--- config.mk ---
export PLATFORM = sky130hd
export DESIGN_NAME = skew_operand_buf
export DESIGN_NICKNAME = d
export VERILOG_FILES = /design/src/rtl/skew_operand_buf.sv
export SDC_FILE = /design/constraint.sdc
export NUM_CORES = 1
export LEC_CHECK = 0
export CAP_MARGIN = 40
export CORE_ASPECT_RATIO = 2
export CORE_MARGIN = 3
export CORE_UTILIZATION = 50
export DETAILED_ROUTE_END_ITERATION = 12
export HOLD_SLACK_MARGIN = 0.05
export PLACE_DENSITY = 0.69
export SYNTH_ARGS = -nofsm -noshare
export SYNTH_HDL_FRONTEND = slang
export SYNTH_SLANG_ARGS = --single-unit
--- constraint.sdc ---
create_clock -name clk -period 22.7 [get_ports clk]
set_clock_uncertainty 0.15 [all_clocks]
set_input_delay 3.405 -clock clk [delete_from_list [all_inputs] [get_ports clk]]
set_output_delay 3.405 -clock clk [all_outputs]
set_load 0.005 [all_outputs]
--- src/rtl/skew_operand_buf.sv ---
// Double-buffered DIMxDIM operand tile that streams as a diagonally skewed wavefront
// (lane k delayed k beats), with ping-pong banks so the next tile loads while one streams.
module skew_operand_buf #(
  parameter  int BITS_AB = 8,
  parameter  int DIM     = 8,
  localparam int CW      = $clog2(2*DIM-1),
  localparam int IW      = $clog2(DIM)
) (
  input  logic                   clk,
  input  logic                   rst,
  input  logic                   wr_en,
  input  logic                   col_mode,
  input  logic [IW-1:0]          wr_idx,
  input  logic [DIM*BITS_AB-1:0] wr_data,
  input  logic                   start,
  output logic                   start_ready,
  output logic [DIM*BITS_AB-1:0] out_data,
  output logic [DIM-1:0]         out_valid,
  output logic                   busy,
  output logic                   done,
  output logic                   wr_bank_sel
);

  localparam logic [0:0]    IDLE   = 1'b0;
  localparam logic [0:0]    STREAM = 1'b1;
  localparam logic [CW-1:0] LAST   = CW'(2*DIM-2);

  logic signed [BITS_AB-1:0] mem [2][DIM][DIM];
  logic                      wr_bank;
  logic                      rd_bank;
  logic [0:0]                state;
  logic [CW-1:0]             t;
  logic                      accept;
  logic [DIM*BITS_AB-1:0]    beat_data;
  logic [DIM-1:0]            beat_valid;
  logic [BITS_AB-1:0]        first_elem;

  assign start_ready = (state == IDLE) | done;
  assign accept      = start & start_ready;
  assign wr_bank_sel = wr_bank;

  // Writes always target wr_bank as it stands before this edge, so a write issued
  // together with an accepted start lands in the bank being launched.
  always_ff @(posedge clk or posedge rst) begin
    if (rst) begin
      for (int b = 0; b < 2; b++)
        for (int r = 0; r < DIM; r++)
          for (int c = 0; c < DIM; c++)
            mem[b][r][c] <= '0;
    end else if (wr_en) begin
      for (int j = 0; j < DIM; j++) begin
        if (!col_mode)
          mem[wr_bank][wr_idx][IW'(j)] <= wr_data[j*BITS_AB +: BITS_AB];
        else
          mem[wr_bank][IW'(j)][wr_idx] <= wr_data[j*BITS_AB +: BITS_AB];
      end
    end
  end

  always_comb begin
    beat_data  = '0;
    beat_valid = '0;
    for (int k = 0; k < DIM; k++) begin
      if (int'(t) >= k && int'(t) - k < DIM) begin
        beat_valid[k]                    = 1'b1;
        beat_data[k*BITS_AB +: BITS_AB]  = mem[rd_bank][IW'(k)][IW'(int'(t) - k)];
      end
    end
  end

  // A back-to-back launch emits beat 0 on the accept edge itself, so element (0,0)
  // of the new bank must bypass a write landing on that same edge.
  assign first_elem = (wr_en && wr_idx == '0) ? wr_data[BITS_AB-1:0] : mem[wr_bank][0][0];

  always_ff @(posedge clk or posedge rst) begin
    if (rst) begin
      state     <= IDLE;
      t         <= '0;
      wr_bank   <= 1'b0;
      rd_bank   <= 1'b0;
      out_data  <= '0;
      out_valid <= '0;
      busy      <= 1'b0;
      done      <= 1'b0;
    end else if (accept) begin
      rd_bank <= wr_bank;
      wr_bank <= ~wr_bank;
      state   <= STREAM;
      done    <= 1'b0;
      if (done) begin
        out_data  <= {{((DIM-1)*BITS_AB){1'b0}}, first_elem};
        out_valid <= DIM'(1);
        busy      <= 1'b1;
        t         <= CW'(1);
      end else begin
        out_data  <= '0;
        out_valid <= '0;
        busy      <= 1'b0;
        t         <= '0;
      end
    end else if (state == STREAM) begin
      out_data  <= beat_data;
      out_valid <= beat_valid;
      busy      <= 1'b1;
      done      <= (t == LAST);
      if (t == LAST) begin
        state <= IDLE;
        t     <= '0;
      end else begin
        t <= t + 1'b1;
      end
    end else begin
      out_data  <= '0;
      out_valid <= '0;
      busy      <= 1'b0;
      done      <= 1'b0;
    end
  end

endmodule

# Yosys cells after proc, flatten, opt, wreduce, memory -nomap -nowiden
# Memories as Yosys holds them, arrays and structs flattened.
# Cells that the tools add are included.
# word_totals
regBits	1105
romBits	256
input_bits	72
output_inout_bits	76
wordCells	326
mem_count	4
# mem_list
memory	words	width	read_ports	rd_clocked_by_memory_dff	wr	line_no	source
(name not given)	8	8	1	0	0	66	beat_data[k*BITS_AB +: BITS_AB] = mem[rd_bank][IW'(k)][IW'(int'(t) - k)];
(name not given)	8	8	1	0	0	66	
(name not given)	8	8	1	0	0	66	
(name not given)	8	8	1	0	0	66	
# op_classes
n_addsub	8
magnitude_cmp	28
eq_ne	1
mux	122
n_bitwise	15
reduce_logical	12
# op_table
cell	count
$bwmux 1024	16
$mux 1024	15
$mux 512	12
$demux 512 s1	10
$demux 64 s3	5
$mux 448	1
$mux 384	1
$mux 320	1
$mux 8	29
$lt 32x5->1 const B	7
$mux 64	3
$bmux 8 s3	4
$mux 56	1
$mux 48	1
$mux 40	1
$ge 3x4->1 const B	8
$demux 8 s3	1
$not 3->3	8
$sub 4x3->5 const B	4
$mux 1	18
$ge 4x3->1 const B	4
$mux 4	3
$logic_and 1x1->1	10
$sub 4x2->5 const B	2
other kinds (17)	21

# Longest topological paths before layout
# depth
depth_word	30
mapped_depth	10
depth_no_buf	7

# Least setup slack after synthesis
# No wires, ideal clock.
# synth_timing
path_kind	input-to-reg
startpoint	input wr_idx[0]
endpoint	register mem[993] in the netlist's numbering
setup_ns	0.121
arrival_time_ns	4.824
t_required_ns	22.429
slack_ns	17.605
cell_stages	7
path_buffers	3
cell_sequence	buf_2 > nand2b_1 > or4b_2 > buf_2 > buf_2 > o22ai_1 > nor2_1
# synth_between
elab_chain_len	30
elab_cells_between_ends	55
classes_between	order compare: 2; mux: 51; bitwise: 1; reduce/logical: 1
# synth_rtl
item	line_no	source
start: declaration	13	input logic [IW-1:0] wr_idx,
$not 3->4 (*)	--	
$ge 4x4->1 / $lt 4x1->1 (equally long branches)	--	
$logic_and 1x1->1	--	
$mux 8	--	
$demux 8 s3	--	
$mux 512 (implied by the code)	55	mem[wr_bank][IW'(j)][wr_idx] <= wr_data[j*BITS_AB +: BITS_AB];
$demux 512 s1	55	
$bwmux 1024	55	
[... 14 more ...]	--	
$bwmux 1024, on equally long branches	53, 55	
$mux 1024	52	if (!col_mode)
$mux 1024	50	end else if (wr_en) begin
$bwmux 1024, on equally long branches	53, 55	
$mux 1024	52	
$mux 1024	50	
$bwmux 1024, on equally long branches	53, 55	
$mux 1024 (*)	52	
end signal: indexed assignment	53	mem[wr_bank][wr_idx][IW'(j)] <= wr_data[j*BITS_AB +: BITS_AB];
end signal: indexed assignment	55	
end: declaration	28	logic signed [BITS_AB-1:0] mem [2][DIM][DIM];
# Every way passes the cells marked *; elsewhere a longest branch is shown, timed or not. The select of a mux whose other input is x is not followed.
# A chain may end at the register's enable or synchronous reset.

==> key figures <==
Clock tree
  – PostCTS Resize Cnt: 0
  – Reg clk slew, reported paths: 0.07 ns
  – CTS Buffer Depth: 3
  – CTS tree: done
  – H-Tree Depth: 2
  – Clk Latency, worst-skew pair: 0.59 ns
  – Post-CTS setup buffers: 0
  – TritonCTS buffer count: 49
  – Clk root buf: clkbuf_16
  – Hold-fix buffers, CTS: 0
  – CTS sink cnt: 561

Power and ir drop
  – VDD IR max: 0.0945 mV
  – Leak: 12.9 nW
  – Power per cell area: 139 mW/mm2

GRT
  – Global-route wire length before repair: 119 mm
  – GR Util All Layers: 27.2%
  – Total gr overflow: 0
  – Vias in the first global route: 19200
  – Initial antenna violation count: 0
  – Largest net degree at the start of global routing: 181

STA
  – Actual slew at the worst max-slew pin: 1.06 ns
  – Tcrit/Tclk final: 28.7%
  – Tmin final: 6.51 ns
  – Final Setup Violations: 0
  – Max-slew violation count: 0
  – Fin Hold WS: 0.337 ns
  – Slew Limit Headroom: 29.3%
  – Fmax: 154 MHz
  – RSZ-0062 raised after global routing: no
  – Setup TNS: 0 ns
  – Hold Vio Cnt, Final: 0

Layout
  – Post-route cell area: 0.0303 mm2
  – Final std cells w/o fill: 2802
  – Syn-to-layout area delta: 12.4%
  – Final nets: 2181
  – Share of cells above drive strength 1: 29.4%
  – Final core occ: 57.3%
  – Antenna cells: 0

Setup path
  – Critical path type: primary input to asynchronous set/reset pin
  – Reg2reg setup slack: 18.73 ns
  – Crit path from: rst
  – Crit end category: asynchronous set/reset pin
  – Worst EP arrival: 7.10 ns
  – Top cell by count, worst path: buf_16
  – Worst endpoint required time: 23.29 ns
  – Worst reg2reg startpoint: t[1]
  – Max incr delay on CP: 0.69 ns
  – Critical path capture point: mem[333]
  – CP max FO: 180
  – CP Launch Type: primary input
  – Critical R2R Capture: out_data[24]
  – Slowest CP cell: buf_12
  – Cell-by-cell trace of the critical path: clkdlybuf4s50_1, inv_8, buf_16, buf_12, buf_4, buf_16, buf_4, buf_16
  – R2R depth: 8

Detailed routing
  – Routed Antenna Nets: 0
  – Drc violations: 0
  – Iter 0 DRT Violations: 1726
  – Via count: 18600
  – DR pass1 iterations: 6
  – Vias/cell: 6.65
  – Routed WL: 78.3 mm
  – Wire per inst: 27.9 um

Floorplan
  – Die area: 0.0570 mm2
  – Initial Utilization: 50.9%
  – Chip width: 170 um
  – Core ar.: 0.0530 mm2
  – # IOs: 148
  – Die height: 335 um
  – Placement row count: 119

Synthesis
  – Largest cells by area after synthesis: dfrtp_1 (52%), mux2_2 (14%), mux4_2 (6.7%)
  – Mapped Cells: 2108
  – Yosys reg bits: 561
  – Post-synth EDFFs: 0
  – Syn Area/Cell: 12.8 um2
  – Most frequent cells after synthesis: dfrtp_1 (561), mux2_2 (340), o22ai_1 (205)
  – Cell with the most instances after synthesis: dfrtp_1
  – Synth cell types: 61
  – Warning count from the yosys run: 0
  – Synth area leader: dfrtp_1
  – Fraction of registers with async set or reset after synthesis: 100%
  – Mapped Area: 0.0270 mm2
  – Yosys top cell area share: 52.0%
  – Sequential fraction of the synthesis area: 52.0%
  – Post-synth top flop: dfrtp_1

Run status
  – Outcome: finished clean

Placement
  – Port bufs: 83
  – Placed instance area: 0.0287 mm2
  – GP Congestion: 0.865
  – Post-DP HPWL: 51.3 mm
  – Post-Place Cells: 2711

Hold path
  – Hold Path Class: flip-flop to flip-flop

Job
  – Max-capacitance violation count: 0
power breakdown:
| part | leakage (nW) | switching [mW] | internal, mW |
|---|---|---|---|
| logic | 5.28 | 0.780 | 0.854 |
| clock network | 0.795 | 0.381 | 0.472 |
| registers | 6.87 | 0.278 | 1.45 |
| total | 12.9 | 1.44 | 2.77 |
stage by stage:
stage,worst slack [ns],power (mW)
finish,16.19,4.21
global route,15.73,4.41
CTS,16.07,4.22
detailed placement,15.44,3.36
global placement,14.98,3.27
floorplan,3.46,2.85
metal layers:
metal  up-vias  wire (um)  global-route usage [%]
met5         -          0                       0
met3       232       4680                    3.61
met2       853      40300                    47.1
met1      9673      28500                    32.7
li1       7871          -                       -
met4         0       4860                    14.9
kinds of logic (layout without fill, tap and decap cells):
kind of cell | count (synthesis) | in the layout | synth area share (%)
other | 1 | 32 | 0.0139
multiplexers | 530 | 530 | 25.0
adder cells (fa/ha/maj) | 12 | 12 | 0.556
XOR/XNOR | 5 | 5 | 0.162
buffers and inverters | 280 | 278 | 4.77
flip-flops | 561 | 561 | 52.0
AO/OA/AOI/OAI | 493 | 493 | 13.4
AND/OR/NAND/NOR | 226 | 226 | 4.17
layout by cell type (no fill, tap or decap), types with 17 or more instances in the layout:
cell type and instances:
buf_8 17, a22oi_1 22, nor3_1 43, nand2_1 51, buf_4 39, a21oi_1 39, clkdlybuf4s50_1 82, o22ai_1 205
conb_1 32, nor2_1 58, inv_1 27, dfrtp_1 558, a21oi_2 19, mux4_2 80, mux2i_1 105, a2bb2oi_1 136
clkbuf_16 51, mux2_2 340
flip-flops by register name (all words and copies together) (netlist names):
name and count:
mem 512, out_data 32, out_valid 8, t 4
busy 1, done 1, rd_bank 1, state 1
wr_bank_sel 1
worst min-delay path by stage:
stage,start,endpoint,slack (ns),cells past startpoint
6_report,mem[934],mem[934],0.34,1
2_1_floorplan,mem[928],mem[928],0.29,1
3_3_place_gp,mem[932],mem[932],0.31,1
3_5_place_dp,mem[934],mem[934],0.32,1
5_1_grt,mem[929],mem[929],0.35,1
4_1_cts,mem[934],mem[934],0.34,1
cell type report:
type                            instances  area [um2]
Fill cell                            4210       22700
Sequential cell                       561       14000
Multi-Input combinational cell       1298       11900
Timing Repair Buffer                  159        1880
Clock buffer                           75        1480
Tap cell                              665         832
Clock inverter                         16         141
Inverter                               28         113
worst max-delay path: cells and delay by family:
kind,cells,cell delay [ns]
buf+inv,8,3.44
No activity file was read; power rests on OpenSTA's default activity.
